===== config.mk =====
export PLATFORM = sky130hd
export DESIGN_NAME = fadd_align_ctrl
export DESIGN_NICKNAME = d
export VERILOG_FILES = /design/src/rtl/fadd_align_ctrl.sv
export SDC_FILE = /design/constraint.sdc
export NUM_CORES = 1
export LEC_CHECK = 0
export CORE_ASPECT_RATIO = 1.75
export CORE_UTILIZATION = 43
export DETAILED_ROUTE_END_ITERATION = 10
export GPL_ROUTABILITY_DRIVEN = 0
export GPL_TIMING_DRIVEN = 0
export PLACE_DENSITY = 0.69
export SETUP_SLACK_MARGIN = 0.3
export SYNTH_ARGS = -nofsm -noshare
export SYNTH_HDL_FRONTEND = slang
export SYNTH_SLANG_ARGS = --single-unit

===== constraint.sdc =====
create_clock -name clk -period 5.45 [get_ports clk]
set_input_delay 0.8175 -clock clk [delete_from_list [all_inputs] [get_ports clk]]
set_output_delay 0.8175 -clock clk [all_outputs]
set_load 0.1 [all_outputs]

===== src/rtl/fadd_align_ctrl.sv =====
// Alignment-stage sequencer for the half-precision adder: orders the operands,
// drives the shared right barrel shifter and hands aligned mantissas downstream.
module fadd_align_ctrl #(
  parameter int unsigned EXP_W  = 5,
  parameter int unsigned FRAC_W = 10,
  parameter int unsigned SEL_W  = 4
) (
  input  logic                    clk,
  input  logic                    rst,
  input  logic                    in_valid,
  output logic                    in_ready,
  input  logic [EXP_W+FRAC_W:0]   a,
  input  logic [EXP_W+FRAC_W:0]   b,
  output logic [FRAC_W:0]         sh_in,
  output logic [SEL_W-1:0]        sh_sel,
  input  logic [FRAC_W:0]         sh_out,
  output logic                    out_valid,
  input  logic                    out_ready,
  output logic [EXP_W-1:0]        exp_big,
  output logic [FRAC_W:0]         mant_big,
  output logic [FRAC_W:0]         mant_small,
  output logic                    sign_big,
  output logic                    sign_small,
  output logic                    swapped,
  output logic                    sticky,
  output logic                    busy
);

  localparam int unsigned MANT_W = FRAC_W + 1;
  localparam int unsigned OP_W   = 1 + EXP_W + FRAC_W;
  localparam int unsigned MAX_SH = (1 << SEL_W) - 1;

  typedef enum logic [1:0] {IDLE, CMP, SHIFT, DONE} state_t;

  state_t              state_q, state_d;
  logic [OP_W-1:0]     a_q, a_d, b_q, b_d;
  logic [EXP_W-1:0]    exp_big_q, exp_big_d;
  logic [MANT_W-1:0]   mant_big_q, mant_big_d;
  logic [MANT_W-1:0]   mant_small_q, mant_small_d;
  logic [MANT_W-1:0]   small_pre_q, small_pre_d;
  logic [SEL_W-1:0]    sel_q, sel_d;
  logic                sign_big_q, sign_big_d;
  logic                sign_small_q, sign_small_d;
  logic                swapped_q, swapped_d;
  logic                sticky_q, sticky_d;
  logic                out_valid_q, out_valid_d;
  logic                busy_q, busy_d;

  logic [EXP_W-1:0]    exp_a, exp_b, eexp_a, eexp_b, eexp_bg, eexp_sm, diff;
  logic [MANT_W-1:0]   mant_a, mant_b, mant_bg, mant_sm, lost_mask;
  logic                a_big, sel_sign_bg, sel_sign_sm, sticky_c;
  logic [SEL_W-1:0]    sel_c;

  // Operand decode and ordering from the captured pair; denormals use exponent 1.
  always_comb begin
    exp_a   = a_q[OP_W-2 -: EXP_W];
    exp_b   = b_q[OP_W-2 -: EXP_W];
    mant_a  = {|exp_a, a_q[FRAC_W-1:0]};
    mant_b  = {|exp_b, b_q[FRAC_W-1:0]};
    eexp_a  = (exp_a == '0) ? EXP_W'(1) : exp_a;
    eexp_b  = (exp_b == '0) ? EXP_W'(1) : exp_b;
    a_big   = (eexp_a > eexp_b) || ((eexp_a == eexp_b) && (mant_a >= mant_b));
    eexp_bg = a_big ? eexp_a : eexp_b;
    eexp_sm = a_big ? eexp_b : eexp_a;
    mant_bg = a_big ? mant_a : mant_b;
    mant_sm = a_big ? mant_b : mant_a;
    sel_sign_bg = a_big ? a_q[OP_W-1] : b_q[OP_W-1];
    sel_sign_sm = a_big ? b_q[OP_W-1] : a_q[OP_W-1];
    diff    = eexp_bg - eexp_sm;
    sel_c   = (diff > EXP_W'(MAX_SH)) ? SEL_W'(MAX_SH) : SEL_W'(diff);
    // Bits that fall off the bottom of the shifter; whole mantissa once diff >= width.
    if (diff >= EXP_W'(MANT_W)) lost_mask = '1;
    else                        lost_mask = (MANT_W'(1) << diff) - MANT_W'(1);
    sticky_c = |(mant_sm & lost_mask);
  end

  // Next-state and datapath capture.
  always_comb begin
    state_d      = state_q;
    a_d          = a_q;
    b_d          = b_q;
    exp_big_d    = exp_big_q;
    mant_big_d   = mant_big_q;
    mant_small_d = mant_small_q;
    small_pre_d  = small_pre_q;
    sel_d        = sel_q;
    sign_big_d   = sign_big_q;
    sign_small_d = sign_small_q;
    swapped_d    = swapped_q;
    sticky_d     = sticky_q;
    sh_in        = '0;
    sh_sel       = '0;
    unique case (state_q)
      IDLE: begin
        if (in_valid) begin
          a_d     = a;
          b_d     = b;
          state_d = CMP;
        end
      end
      CMP: begin
        exp_big_d    = eexp_bg;
        mant_big_d   = mant_bg;
        small_pre_d  = mant_sm;
        sel_d        = sel_c;
        sign_big_d   = sel_sign_bg;
        sign_small_d = sel_sign_sm;
        swapped_d    = ~a_big;
        sticky_d     = sticky_c;
        state_d      = SHIFT;
      end
      SHIFT: begin
        sh_in        = small_pre_q;
        sh_sel       = sel_q;
        mant_small_d = sh_out;
        state_d      = DONE;
      end
      DONE: begin
        if (out_ready) state_d = IDLE;
      end
      default: state_d = IDLE;
    endcase
    out_valid_d = (state_d == DONE);
    busy_d      = (state_d != IDLE);
  end

  always_ff @(posedge clk) begin
    if (rst) begin
      state_q      <= IDLE;
      a_q          <= '0;
      b_q          <= '0;
      exp_big_q    <= '0;
      mant_big_q   <= '0;
      mant_small_q <= '0;
      small_pre_q  <= '0;
      sel_q        <= '0;
      sign_big_q   <= 1'b0;
      sign_small_q <= 1'b0;
      swapped_q    <= 1'b0;
      sticky_q     <= 1'b0;
      out_valid_q  <= 1'b0;
      busy_q       <= 1'b0;
    end else begin
      state_q      <= state_d;
      a_q          <= a_d;
      b_q          <= b_d;
      exp_big_q    <= exp_big_d;
      mant_big_q   <= mant_big_d;
      mant_small_q <= mant_small_d;
      small_pre_q  <= small_pre_d;
      sel_q        <= sel_d;
      sign_big_q   <= sign_big_d;
      sign_small_q <= sign_small_d;
      swapped_q    <= swapped_d;
      sticky_q     <= sticky_d;
      out_valid_q  <= out_valid_d;
      busy_q       <= busy_d;
    end
  end

  assign in_ready   = (state_q == IDLE) & ~rst;
  assign out_valid  = out_valid_q;
  assign busy       = busy_q;
  assign exp_big    = exp_big_q;
  assign mant_big   = mant_big_q;
  assign mant_small = mant_small_q;
  assign sign_big   = sign_big_q;
  assign sign_small = sign_small_q;
  assign swapped    = swapped_q;
  assign sticky     = sticky_q;

endmodule


# After elaboration in Yosys (flattened, before gate mapping)
# Cells that the tools add are included.
[op_classes]
add_sub_neg = 2
multipliers = 0
div = 0
order_cmp = 4
n_eq_ne = 5
shifts = 1
mux = 15
bitwise_logic = 4
n_reduce_logical = 10
[op_table]
columns = ["operator", "n"]
rows = [
  ["$mux W11", 4],
  ["$mux W5", 4],
  ["$and A11 B11 Y11", 1],
  ["$ge A11 B11 Y1", 1],
  ["$reduce_or A11 Y1", 1],
  ["$shl A1 B5 Y11 const A", 1],
  ["$sub A11 B2 Y11 const B", 1],
  ["$logic_not A5 Y1", 2],
  ["$reduce_or A5 Y1", 2],
  ["$mux W4", 2],
  ["$pmux W2 S4", 1],
  ["$eq A2 B2 Y1 const B", 3],
  ["$eq A5 B5 Y1", 1],
  ["$ge A5 B4 Y1 const B", 1],
  ["$gt A5 B4 Y1 const B", 1],
  ["$gt A5 B5 Y1", 1],
  ["$sub A5 B5 Y5", 1],
  ["$mux W2", 2],
  ["$eq A2 B1 Y1 const B", 1],
  ["$logic_not A2 Y1", 1],
  ["$mux W1", 2],
  ["$not A1 Y1", 2],
  ["$reduce_and A2 Y1", 1],
  ["$reduce_bool A2 Y1", 1],
  ["3 further kinds", 3],
]
[word_totals]
reg_bits = 82
latchBits = 0
mem_bits_rw = 0
mem_bits_ro = 0
in_bits = 47
output_inout_bits = 49
memories = 0

# Longest topological paths before layout
# Gate-level depths: netlist of run 1.
[logic_depth]
word_depth = 12
mapped_depth = 25
depth_no_buf = 23

# Least setup slack after synthesis of run 1
# OpenSTA, ideal clock, no wires.
[synth_timing]
path_kind = "register to register"
start = "register a_q[11]"
end = "register sticky_q (netlist: sticky)"
setup_ns = 0.131
arrival_time_ns = 5.435
t_required_ns = 5.319
slack_ns = -0.116
path_stages_with_launch = 25
n_path_buf = 2
period_less_slack_ns = 5.566
path_cell_list = "dfxtp_1 -> nor4_1 -> nor2_1 -> ha_1 -> buf_2 -> nand3b_1 -> a211o_1 -> a221o_1 -> a211oi_1 -> nor2_1 -> ha_1 -> or4_1 -> o311a_1 -> o311a_1 -> a211oi_1 -> nor2_1 -> nand2_1 -> ha_1 -> clkbuf_1 -> o31ai_1 -> a211o_1 -> nor2_1 -> a21oi_1 -> o21ai_0 -> a31oi_1"
[synth_via]
elab_chain_len = 12
elab_cells_between_ends = 18
[synth_rtl]
columns = ["item", "line", "source"]
rows = [
  ["start, declared", "36", "logic [OP_W-1:0] a_q, a_d, b_q, b_d;"],
  ["start signal, assigned", "130", "a_q <= '0;"],
  ["start signal, assigned", "145", "a_q <= a_d;"],
  ["parallel branches: the longest is 10 deep, another holds $ge A11 B11 Y1", "n/a", ""],
  ["$and A11 B11 Y11 (*)", "74", "sticky_c = |(mant_sm & lost_mask);"],
  ["$reduce_or A11 Y1 (*)", "74", ""],
  ["end signal, assigned", "155", "sticky_q <= sticky_d;"],
  ["end, declared", "45", "logic sticky_q, sticky_d;"],
]
# Mark *: on every way between the ends.
# A chain may end at the register's enable or synchronous reset.

# Worst setup path after layout of run 1
[layout_timing]
start = "register a_q[12]"
end = "register sticky_q (netlist: sticky)"
# Same word-level chain as after synthesis.

==> results of run 1 <==
[per-stage QoR]
step,setup slack [ns],util
global route,0.118,0.621
global placement,-0.591,0.548
floorplan,0.306,-
finish,0.339,0.621
CTS,0.317,0.605
detailed placement,-0.613,0.548
[synthesized netlist by cell type (all sizes together), types with 4 or more instances]
| master | number |
|---|---|
| nand2 | 148 |
| dfxtp | 82 |
| a21oi | 72 |
| nor2 | 49 |
| clkbuf | 41 |
| inv | 21 |
| and2 | 20 |
| ha | 19 |
| nor3 | 19 |
| a311oi | 18 |
| o21ai | 16 |
| a211oi | 14 |
| nor2b | 10 |
| nand2b | 7 |
| buf | 6 |
| nand3 | 6 |
| a21o | 5 |
| a211o | 4 |
| a221oi | 4 |
| a31oi | 4 |
| o22ai | 4 |
[logic make-up (layout without fill, tap and decap cells)]
| group | count (synthesis) | in the layout | share of synthesized area |
|---|---|---|---|
| AOI/OAI and AO/OA | 164 | 164 | 0.243 |
| xor gates and xnor gates | 2 | 2 | 0.00390 |
| adders and majority gates | 19 | 19 | 0.0530 |
| buffers and inverters | 68 | 207 | 0.0599 |
| DFF | 82 | 82 | 0.366 |
| muxes | 2 | 2 | 0.00557 |
| and+or+nand+nor | 274 | 274 | 0.269 |
[what timing repair did]
item	in CTS	in global routing
setup buffers	17	12
resized for setup	34	17
pin swaps	13	22
setup endpoints to repair	1	1
[layer usage]
metal,GRT usage,vias up
met1,0.285,2309
met2,0.502,195
met4,0.209,0
li1,-,2387
met3,0.0373,63
met5,0,-
[worst paths after layout]
path                       from             to  slack, ns
setup reg to reg        a_q[12]         sticky       0.34
hold / removal    mant_small[2]  mant_small[2]       0.45
setup / recovery        a_q[12]         sticky       0.34
hold reg to reg   mant_small[2]  mant_small[2]       0.45
[worst max-delay path, cell delays in order (launching register included)]
cell and delay (ns):
dfxtp_4 0.36, nor4_4 0.29, nand2b_1 0.18, ha_4 0.28, o21a_1 0.10, a211o_1 0.26, a221o_1 0.33, a211oi_2 0.25
nor2_1 0.11, ha_2 0.19, or4_4 0.49, o311a_4 0.17, nor3_4 0.18, a211oi_4 0.10, nor2_2 0.17, nand2_2 0.09
ha_4 0.17, buf_8 0.13, nand2_4 0.05, o22ai_2 0.06, a211o_1 0.28, nor2_1 0.11, nand4_1 0.12, nor4_2 0.34
a31oi_1 0.13
[sequential cells by signal, summed over array words and instances, names as in the netlist]
register / count
a_q: 16
b_q: 16
busy: 1
exp_big: 5
mant_big: 11
mant_small: 11
out_valid: 1
sel_q: 4
sign_big: 1
sign_small: 1
small_pre_q: 11
state_q: 2
sticky: 1
swapped: 1
[power breakdown]
part | total [mW] | switching [mW] | internal (mW)
registers | 0.691 | 0.0409 | 0.650
logic | 1.29 | 0.809 | 0.479
clock network | 0.660 | 0.245 | 0.415
[area by class of cell]
| cell class | instances | area (sq um) | area share |
|---|---|---|---|
| Buffer | 47 | 208 | 0.0327 |
| Clock inverter | 4 | 73.8 | 0.0116 |
| Multi-Input combinational cell | 461 | 2770 | 0.436 |
| Timing Repair Buffer | 123 | 1160 | 0.182 |
| Clock buffer | 12 | 246 | 0.0388 |
| Tap cell | 127 | 159 | 0.0250 |
| Inverter | 21 | 78.8 | 0.0124 |
| Sequential cell | 82 | 1660 | 0.262 |
==> flow_summary.json, run 1 <==
{
  "die_w_um": 79.2,
  "clock_latency_ns": 0.34,
  "grt_pass1_vias": 4560,
  "numCtsBuffers": 9,
  "grtUsageTotal": 0.278,
  "cts_max_path_buffers": 2,
  "power_mw": 2.64,
  "vias": 4954,
  "grt_pass1_wl_um": 22700,
  "p_leak_nw": 2.35,
  "ant_nets": 0,
  "fin_nets": 811,
  "synth_cell_types": 56,
  "synth_nets": 677,
  "cts_max_level": 3,
  "n_fill_cell": 912,
  "cts_sinks": 82,
  "synth-async-reset-ratio": 0,
  "crit_fanout": 6,
  "crit_required_ns": 5.66,
  "pwr_density_cell_nw_per_um2": 415,
  "layout_common_cells": "nand2_1 (144), clkdlybuf4s50_1 (94), dfxtp_1 (75)",
  "slew-limit-headroom": 0.344,
  "crit_type": "reg -> reg",
  "grt_max_degree": 14,
  "wl_per_cell_um": 17.2,
  "fin_skew_ns": 0.00599,
  "crit_path_end_kind": "flop",
  "met1Wirelength_um": 5460,
  "cts_root_buf": "clkbuf_16",
  "outcome": "completed",
  "antenna_found_initial": 0,
  "routed_via_density": 5.65,
  "ys_warn_count": 0,
  "startpoint_type": "flop",
  "drv_cap": 0,
  "yosys.area.top_type": "dfxtp_1",
  "highest_layer": "met4",
  "wirelength_um": 15100,
  "clk_pin_slew_worst_paths_ns": 0.06,
  "finalSetupViolCount": 0,
  "hold_viol": 0,
  "rows": 49,
  "ys_ff_latch": 82,
  "first_iter_violations": 347,
  "seq_area_frac_synth": 0.366,
  "tightest_slew_ns": 0.981,
  "ys_top_cells_by_area": "dfxtp_1 (37%), nand2_1 (12%), a21oi_1 (8.0%)",
  "drv_slew": 0,
  "rr_worst_depth": 24,
  "core_sq_um": 10200,
  "drive_gt1_frac": 0.120,
  "route.met2.wl_um": 7900,
  "tritoncts": "yes",
  "finalNonFillerCells": 877,
  "synthCells": 611,
  "die_area_sq_um": 10900,
  "num_io_pins": 96,
  "crit_arrival_ns": 5.32,
  "wl_met3_um": 723,
  "synth_area_sq_um": 4490,
  "drc_errors": 0,
  "synth_top_cell_area_share": 0.366,
  "gr-total-overflow": 0,
  "placed_area_sq_um": 5610,
  "whs_path_depth": 2,
  "layout_commonest_cell": "nand2_1",
  "holdBufCountCts": 0,
  "portBuffers": 94,
  "max_freq_mhz": 196,
  "placed_cells": 832,
  "rsz0062_at_grt": "yes",
  "ys.flop_type": "dfxtp_1",
  "whs_ns": 0.455,
  "drt_first_pass_iters": 5,
  "syn_area_per_cell_sq_um": 7.35,
  "holdCritPathClass": "reg -> reg",
  "tns_ns": 0,
  "design_area_sq_um": 6350,
  "initial_core_util": 0.438,
  "synth-edff-count": 0,
  "period_minus_slack_ns": 5.11,
  "syn_to_final_growth_pct": 41.6,
  "period_share": 0.938,
  "diodes": 0,
  "ir_drop_mv": 0.220,
  "hpwl_um": 10900,
  "die_y_um": 137
}
(Power assumes the default switching activity.)
==> run 2, diff against run 1 <==
ABC_CLOCK_PERIOD_IN_PS = 5450   (was default)
PLACE_DENSITY = 0.8   (was 0.69)
==> run 2 against run 1 <==
  * Wire length up 4.8%
  * Critical path depth down 2
  * Clock-buffer cell count down 1
  * Cell area about the same
  * Global-route usage up 1.0 points
  * Clock skew down 0.00088 ns
  * Cell count down 0.57%
  * Power down 0.83%
  * Die area unchanged
  * Critical path type unchanged
  * Largest cell class unchanged
==> flow_summary.json, run 2 (same netlist as run 1, synthesis figures left out) <==
{
  "outcome": "completed",
  "fin_skew_ns": 0.00510,
  "first_iter_violations": 617,
  "hold_viol": 0,
  "crit_type": "reg -> reg",
  "finalSetupViolCount": 0,
  "fin_nets": 807,
  "crit_fanout": 2,
  "cts_max_level": 3,
  "drc_errors": 0,
  "period_share": 0.959,
  "drt_first_pass_iters": 6,
  "holdBufCountCts": 0,
  "numCtsBuffers": 9,
  "grt_max_degree": 14,
  "cts_sinks": 82,
  "initial_core_util": 0.438,
  "crit_required_ns": 5.66,
  "drv_slew": 0,
  "die_y_um": 137,
  "vias": 5171,
  "power_mw": 2.62,
  "grt_pass1_vias": 4840,
  "period_minus_slack_ns": 5.23,
  "clock_latency_ns": 0.34,
  "die_w_um": 79.2,
  "slew-limit-headroom": 0.328,
  "crit_path_end_kind": "flop",
  "holdCritPathClass": "reg -> reg",
  "p_leak_nw": 2.32,
  "rows": 49,
  "hpwl_um": 10800,
  "portBuffers": 94,
  "syn_to_final_growth_pct": 41.4,
  "clk_pin_slew_worst_paths_ns": 0.06,
  "startpoint_type": "flop",
  "ir_drop_mv": 0.223,
  "ant_nets": 0,
  "crit_arrival_ns": 5.44,
  "tritoncts": "yes",
  "layout_commonest_cell": "nand2_1",
  "antenna_found_initial": 0,
  "grtUsageTotal": 0.288,
  "tns_ns": 0,
  "cts_root_buf": "clkbuf_16",
  "cts_max_path_buffers": 2,
  "grt_pass1_wl_um": 23600,
  "die_area_sq_um": 10900,
  "routed_via_density": 5.93,
  "layout_common_cells": "nand2_1 (145), clkdlybuf4s50_1 (94), dfxtp_1 (74)",
  "wirelength_um": 15900,
  "num_io_pins": 96,
  "rsz0062_at_grt": "yes",
  "core_sq_um": 10200,
  "pwr_density_cell_nw_per_um2": 412,
  "drive_gt1_frac": 0.122,
  "wl_per_cell_um": 18.2,
  "diodes": 0,
  "drv_cap": 0,
  "gr-total-overflow": 0,
  "tightest_slew_ns": 1.01,
  "reg_top3": "a_q: 16 flops, b_q: 16 flops",
  "max_freq_mhz": 191
}
## run 2: cell types whose count changed in the layout (fill, tap and decap cells not counted), moves of 2 or more
cell	change
buf_4	-4
nor2_4	+3
clkbuf_1	-2
clkbuf_8	+2
dfxtp_2	+2
nor2_1	-2
## run 2: layer usage
| layer | routed length (um) | vias to the layer above | global-route usage | part of all wire |
|---|---|---|---|---|
| met4 | 1180 | 0 | 0.200 | 0.074 |
| met3 | 1260 | 101 | 0.0667 | 0.079 |
| met1 | 5300 | 2365 | 0.280 | 0.33 |
| met5 | 0 | - | 0 | 0 |
| li1 | - | 2381 | - | - |
| met2 | 8120 | 324 | 0.527 | 0.51 |
## run 2: final cells by class
class,count,area [sq um]
buffer,47,206
sequential,82,1660
clock buffer,11,253
multi-input combinational,461,2810
clock inverter,4,51.3
timing repair buffer,119,1130
tap,127,159
fill,835,3890
inverter,21,78.8
## run 2: critical path, stage by stage, from the launching register on
cell,delay [ns]
dfxtp_4,0.35
nor4_4,0.34
nand2b_1,0.19
ha_4,0.19
nand3b_1,0.20
a211o_1,0.27
a221o_2,0.37
a211oi_4,0.26
nor2_2,0.09
ha_2,0.20
or4_4,0.43
o311a_4,0.16
o311a_4,0.34
a211oi_4,0.23
nor2_4,0.08
nand2_2,0.09
ha_4,0.14
o221ai_2,0.09
a211o_1,0.29
nor2_1,0.13
nand4_1,0.20
nor4_4,0.33
a31oi_1,0.12
## run 2: per-stage QoR
| stage | worst slack [ns] | hold WS, ns | cell area [sq um] | std cells | utilization |
|---|---|---|---|---|---|
| after floorplan | 0.306 | 0.432 | 4510 | 611 | - |
| after global placement | -0.528 | 0.440 | 5610 | 832 | 0.548 |
| after detailed placement | -0.712 | 0.446 | 5610 | 832 | 0.548 |
| after CTS | 0.176 | 0.454 | 6250 | 866 | 0.610 |
| after global routing | 0.0444 | 0.465 | 6350 | 872 | 0.620 |
| final | 0.222 | 0.452 | 6350 | 872 | 0.620 |
## run 2: final timing paths
kind / startpoint / cells past startpoint / to / slack (ns)
setup / recovery: a_q[12] / 22 / sticky / 0.22
hold / removal: mant_small[1] / 2 / mant_small[1] / 0.45
setup reg to reg: a_q[12] / 22 / sticky / 0.22
hold reg to reg: mant_small[1] / 2 / mant_small[1] / 0.45
## run 2: repair_timing
action / CTS / global route
pin swaps: 21 / 22
endpoints found under the setup margin: 1 / 1
gates resized for setup: 44 / 13
setup buffers: 19 / 6
## run 2: power breakdown
part           switching [mW]  total, mW  internal (mW)
Clock                   0.241      0.618          0.377
Combinational           0.842       1.31          0.466
Sequential             0.0415      0.692          0.650
Total                    1.12       2.62           1.49
==> edit 1, RTL diff (settings of run 1) <==
`b_q` no longer has a reset.
--- a/src/rtl/fadd_align_ctrl.sv
+++ b/src/rtl/fadd_align_ctrl.sv
@@ -128,7 +128,6 @@
     if (rst) begin
       state_q      <= IDLE;
       a_q          <= '0;
-      b_q          <= '0;
       exp_big_q    <= '0;
       mant_big_q   <= '0;
       mant_small_q <= '0;
@@ -143,7 +142,6 @@
     end else begin
       state_q      <= state_d;
       a_q          <= a_d;
-      b_q          <= b_d;
       exp_big_q    <= exp_big_d;
       mant_big_q   <= mant_big_d;
       mant_small_q <= mant_small_d;
@@ -156,6 +154,10 @@
       out_valid_q  <= out_valid_d;
       busy_q       <= busy_d;
     end
+  end
+
+  always_ff @(posedge clk) begin
+    b_q <= b_d;
   end
 
   assign in_ready   = (state_q == IDLE) & ~rst;
Function: same outputs for any inputs over 10 cycles, from zero or initial values and one cycle with rst high; that may be too few to reach the edited logic, so the function may still have changed.
==> edit 1 against run 1 <==
  * The flow now finishes with violations (design-rule violations)
  * Synthesized cell count fell by 13%
  * Sequential power increased by 11%
  * Routed wire length down 13%
  * Via count shrank 13%
  * Worst setup slack worse by 0.16 ns
  * Cell area decreased by 5.1%
  * Total power is 0.17% higher
  * Critical path depth rose by 2
  * Core utilization shrank 0.46 points
  * Synthesized area decreased by 4.1%
  * Sequential cell count unchanged
  * Count of clock-buffer cells in the layout down 3
  * Highest routed layer unchanged
==> edit 1: results (changes against run 1) <==
| Metric | Value |
|---|---|
| Status | finished with violations (was finished clean) |
| Failing checks | design-rule violations |
| Commonest cells post-synth | 90 x nand2_1, 68 x nor2_1, 66 x dfxtp_1 (was 148 x nand2_1, 82 x dfxtp_1, 72 x a21oi_1) |
| Dpl cells | 750 (was 832) |
| Vias | 4298 (was 4954) |
| WL/cell | 16.8 um (was 17.2 um) |
| Gate Count Post-Synth | 530 (was 611) |
| WL final | 13.1 mm (was 15.1 mm) |
| Fraction of layout cells with a size suffix above 1 | 11.1% (was 12.0%) |
| Post-synth EDFFs | 16 (was 0) |
| Post-detail-place hpwl | 10.0 mm (was 10.9 mm) |
| First-pass GRT wire length | 21.0 mm (was 22.7 mm) |
| Largest net degree at the start of global routing | 26 (was 14) |
| Pre-Repair DR Iteration Count | 8 (was 5) |
| Layout area overhead | 40.1% (was 41.6%) |
| CP arrival | 5.54 ns (was 5.32 ns) |
| Hold Slack | 0.452 ns (was 0.455 ns) |
| Launch point of the worst hold path | small_pre_q[10] (was mant_small[2]) |
| Register area share after synthesis | 41.9% (was 36.6%) |
| Worst R2R Start | b_q[13] (was a_q[12]) |
| Port Buffer Count | 95 (was 94) |
| Slew HR | 20.6% (was 34.4%) |
| Remaining DRCs | 1 (was 0) |
| Clock skew | 0.00548 ns (was 0.00599 ns) |
| Top post-synthesis cells by area | dfxtp_1 31%, edfxtp_1 11%, nand2_1 7.8% (was dfxtp_1 37%, nand2_1 12%, a21oi_1 8.0%) |
| Lkg Pwr | 0.00227 uW (was 0.00235 uW) |
| Worst-case reg-to-reg path depth | 26 (was 24) |
| Post-placement setup slack | -0.571 ns (was -0.613 ns) |
| Internal | 1450 uW (was 1540 uW) |
| VDD IR max | 0.263 mV (was 0.220 mV) |
| Syn nets | 596 (was 677) |
==> edit 1: changes by cell type after synthesis, moves of 4 or more <==
| cell | before | now |
|---|---|---|
| nand2_1 | 148 | 90 |
| nor2_1 | 48 | 68 |
| a21oi_1 | 72 | 53 |
| clkbuf_1 | 41 | 25 |
| dfxtp_1 | 82 | 66 |
| edfxtp_1 | 0 | 16 |
| a311oi_1 | 18 | 5 |
| a211oi_1 | 14 | 26 |
| nor3_1 | 19 | 14 |
| o2111ai_1 | 0 | 5 |
| a21o_1 | 5 | 1 |
| o22ai_1 | 4 | 0 |
==> edit 1: repair_timing <==
action / 4_1_cts / 5_1_grt
pin swaps: 14 / 0
endpoints found under the setup margin: 1 / 1
buffers inserted: 16 / 0
resized for setup: 21 / 3
==> edit 1: final cells by class <==
type,instances,area share (%)
buffer,33,3.28
clock inverter,7,0.975
multi-input combinational,393,40.4
timing repair buffer,111,17.8
sequential,82,29.9
inverter,22,1.37
tap,125,2.59
clock buffer,9,3.73
==> edit 1: worst max-delay path, cell delays in order (launching register included) <==
cell and delay (ns):
edfxtp_1 0.38, or4_4 0.59, nor2_4 0.14, ha_4 0.21
o21a_1 0.10, a211o_1 0.34, a221oi_4 0.23, nor2_2 0.07
clkbuf_8 0.14, clkbuf_8 0.16, nor2_1 0.09, nor2_1 0.07
ha_2 0.20, o21a_1 0.18, o21a_1 0.20, or3_4 0.36
o2111ai_4 0.25, nand2_4 0.09, nor2_4 0.15, nand2_2 0.09
ha_4 0.19, buf_6 0.13, nand4b_1 0.18, o22a_1 0.23
a41oi_2 0.15, nor4_2 0.07, o2111ai_1 0.20
==> edit 1: worst max path at each step <==
stage | from | to | slack, ns
after floorplan | b_q[14] | sticky | 0.28
after global placement | b_q[13] | sticky | -0.41
after detailed placement | b_q[13] | sticky | -0.57
after CTS | b_q[13] | sticky | 0.25
after global routing | b_q[13] | sticky | -0.03
final | b_q[13] | sticky | 0.18
==> edit 1: power by group through the flow <==
| stage | combinational [uW] | sequential [uW] | clock (uW) |
|---|---|---|---|
| finish | 1290 | 769 | 587 |
| global route | 1370 | 780 | 621 |
| CTS | 1260 | 768 | 596 |
| detailed placement | 1180 | 782 | 0 |
| global placement | 1160 | 779 | 0 |
| floorplan | 610 | 1050 | 0 |
==> edit 1: kinds of logic (layout without fill, tap and decap cells) <==
kind of cell,Yosys count,in the layout,share of synthesized area (%)
mux,4,4,0.930
fa+ha+maj,19,19,5.52
buf+inv,55,182,5.46
compound gates,141,141,21.7
simple gates,229,229,24.5
flops,82,82,41.9
==> edit 1: per-layer routing <==
metal,share of wire [%],wire [um],global-route usage [%],vias to the layer above
li1,-,-,-,2123
met1,36,4660,25.1,1950
met2,53,6940,49.8,165
met3,5.3,695,5.03,60
met4,6.3,826,19.8,0
met5,0,0,0,-
==> edit 2, RTL diff (settings of run 1) <==
Made on the original files. `FRAC_W`: 10 -> 14.
--- a/src/rtl/fadd_align_ctrl.sv
+++ b/src/rtl/fadd_align_ctrl.sv
@@ -2,7 +2,7 @@
 // drives the shared right barrel shifter and hands aligned mantissas downstream.
 module fadd_align_ctrl #(
   parameter int unsigned EXP_W  = 5,
-  parameter int unsigned FRAC_W = 10,
+  parameter int unsigned FRAC_W = 14,
   parameter int unsigned SEL_W  = 4
 ) (
   input  logic                    clk,
Ports: changed (6 resized); port bits go from 96 to 120. No check against the original RTL was run, so the function may have changed too.
==> edit 2 against run 1 <==
  * Clock skew rose by 0.0062 ns
  * Die area rose by 21%
  * Sequential cell count rose by 20
  * Total power rose by 21%
  * Worst setup slack got worse by 0.13 ns
  * Synthesized area rose by 21%
  * Sequential share of layout area rose by 0.61 points
  * Global-route usage fell by 0.30 points
  * Cell area rose by 21%
  * Critical path depth rose by 4
  * Synthesized cell count rose by 15%
  * Routed wire length rose by 16%
  * First-iteration DRC count rose by 27%
  * Critical path type unchanged
  * Largest cell class unchanged
==> edit 2: results (changes against run 1) <==
| Metric | Value |
|---|---|
| Final #Nets | 940 (was 811) |
| Initial DRC Count | 442 (was 347) |
| Async set-reset flop share out of synthesis | 0% (unchanged) |
| Syn nets | 782 (was 677) |
| First-pass GRT wire length | 27.3 mm (was 22.7 mm) |
| Largest net degree at the start of global routing | 18 (was 14) |
| Initial antenna violation count | 0 (unchanged) |
| CTS buffer count | 9 (unchanged) |
| Commonest cells post-synth | 136 x nand2_1, 102 x dfxtp_1, 88 x a21oi_1 (was 148 x nand2_1, 82 x dfxtp_1, 72 x a21oi_1) |
| HP Class | reg2reg (unchanged) |
| WL/cell | 17.1 um (was 17.2 um) |
| Post-placement setup slack | -0.553 ns (was -0.613 ns) |
| DR vias/cell | 5.54 (was 5.65) |
| Slew HR | 34.3% (was 34.4%) |
| YS warnings | 0 (unchanged) |
| Clock skew | 0.0122 ns (was 0.00599 ns) |
| Max incr delay on CP | 0.44 ns (was 0.49 ns) |
| Diode count | 0 (unchanged) |
| Cell variety after synth | 64 (was 56) |
| Crit-path slowest cell | or4_4 (unchanged) |
| Lkg Pwr | 0.00288 uW (was 0.00235 uW) |
| Top post-synthesis cells by area | dfxtp_1 38%, nand2_1 9.4%, a21oi_1 8.1% (was dfxtp_1 37%, nand2_1 12%, a21oi_1 8.0%) |
| CP Max Fanout | 10 (was 6) |
| Vias in the first global route | 5585 (was 4560) |
| Worst skew pair latency | 0.36 ns (was 0.34 ns) |
| Pre-Repair DR Iteration Count | 6 (was 5) |
| Fin. max-slew vios | 0 (unchanged) |
| Clock tree buffer depth | 2 (unchanged) |
| Status | finished clean (unchanged) |
| Port Buffer Count | 119 (was 94) |
| Post-detail-place hpwl | 13.1 mm (was 10.9 mm) |
| CP arrival | 5.46 ns (was 5.32 ns) |
| Fraction of layout cells with a size suffix above 1 | 13.3% (was 12.0%) |
| Biggest regs | a_q: 20 flops, b_q: 20 flops (was a_q: 16 flops, b_q: 16 flops) |
| Register area share after synthesis | 37.6% (was 36.6%) |
| Root buf cell | clkbuf_16 (unchanged) |
| All-Layer GR Usage | 27.5% (was 27.8%) |
| VDD IR max | 0.263 mV (was 0.220 mV) |
| Clock-pin slew on the worst setup and hold paths | 0.07 ns |
| H-Tree Level Count | 3 (unchanged) |
## edit 2: changes by cell type after synthesis, sizes merged, moves of 10 or more
cell / before / now
a21oi: 72 / 88
nor3: 19 / 8
nand2: 148 / 138
nor2: 49 / 74
mux2i: 1 / 19
a311oi: 18 / 6
dfxtp: 82 / 102
a211oi: 14 / 38
## edit 2: per-layer routing
metal	track usage, %	routed length (um)	vias up
li1	-	-	2756
met1	26.9	6110	2624
met2	50.2	9310	250
met3	5.10	893	82
met4	20.5	1260	0
met5	0	0	-
## edit 2: final timing paths
kind,start,end,slack (ns),cells past startpoint
setup / recovery,a_q[15],sticky,0.21,28
hold / removal,small_pre_q[14],small_pre_q[14],0.45,2
setup reg to reg,a_q[15],sticky,0.21,28
hold reg to reg,small_pre_q[14],small_pre_q[14],0.45,2
## edit 2: cell type report
cell class                      instances  area, um2
Clock inverter                          6       67.6
Fill cell                            1083       4660
Inverter                               26       97.6
Timing Repair Buffer                  147       1420
Buffer                                 49        280
Sequential cell                       102       2060
Multi-Input combinational cell        523       3340
Tap cell                              168        210
Clock buffer                           10        229
## edit 2: metrics by stage
step | std cells | hold WS, ns | cell area, um2 | power (uW) | util, %
2_1_floorplan | 700 | 0.432 | 5470 | 1870 | -
3_3_place_gp | 987 | 0.437 | 6870 | 2200 | 55.6
3_5_place_dp | 987 | 0.445 | 6870 | 2220 | 55.6
4_1_cts | 1026 | 0.455 | 7590 | 3080 | 61.4
5_1_grt | 1031 | 0.470 | 7700 | 3330 | 62.3
6_report | 1031 | 0.453 | 7700 | 3200 | 62.3
## edit 2: report_power, final
| part | internal [uW] | switching (uW) |
|---|---|---|
| clock | 359 | 293 |
| combinational | 643 | 1040 |
| sequential | 812 | 48.9 |
| total | 1810 | 1380 |
## edit 2: repair_timing
action,CTS,global route
setup buffers,23,5
endpoints found under the setup margin,1,1
pin swaps,26,24
resized for setup,56,19
## edit 2: worst max-delay path: cells and delay by family, from the launching register on
kind / cells / cell delay [ns]
compound gates: 11 / 1.69
simple gates: 7 / 1.47
buf+inv: 7 / 0.84
fa+ha+maj: 3 / 0.72
flops: 1 / 0.36
## edit 2: cell families (layout without fill, tap and decap cells)
| kind of cell | count (synthesis) | after routing | share of synthesized area [%] |
|---|---|---|---|
| DFF | 102 | 102 | 37.6 |
| buffers and inverters | 75 | 238 | 5.46 |
| xor gates and xnor gates | 1 | 1 | 0.161 |
| muxes | 21 | 21 | 3.92 |
| adders and majority gates | 23 | 23 | 5.30 |
| and+or+nand+nor | 291 | 291 | 24.5 |
| AOI/OAI and AO/OA | 187 | 187 | 23.1 |
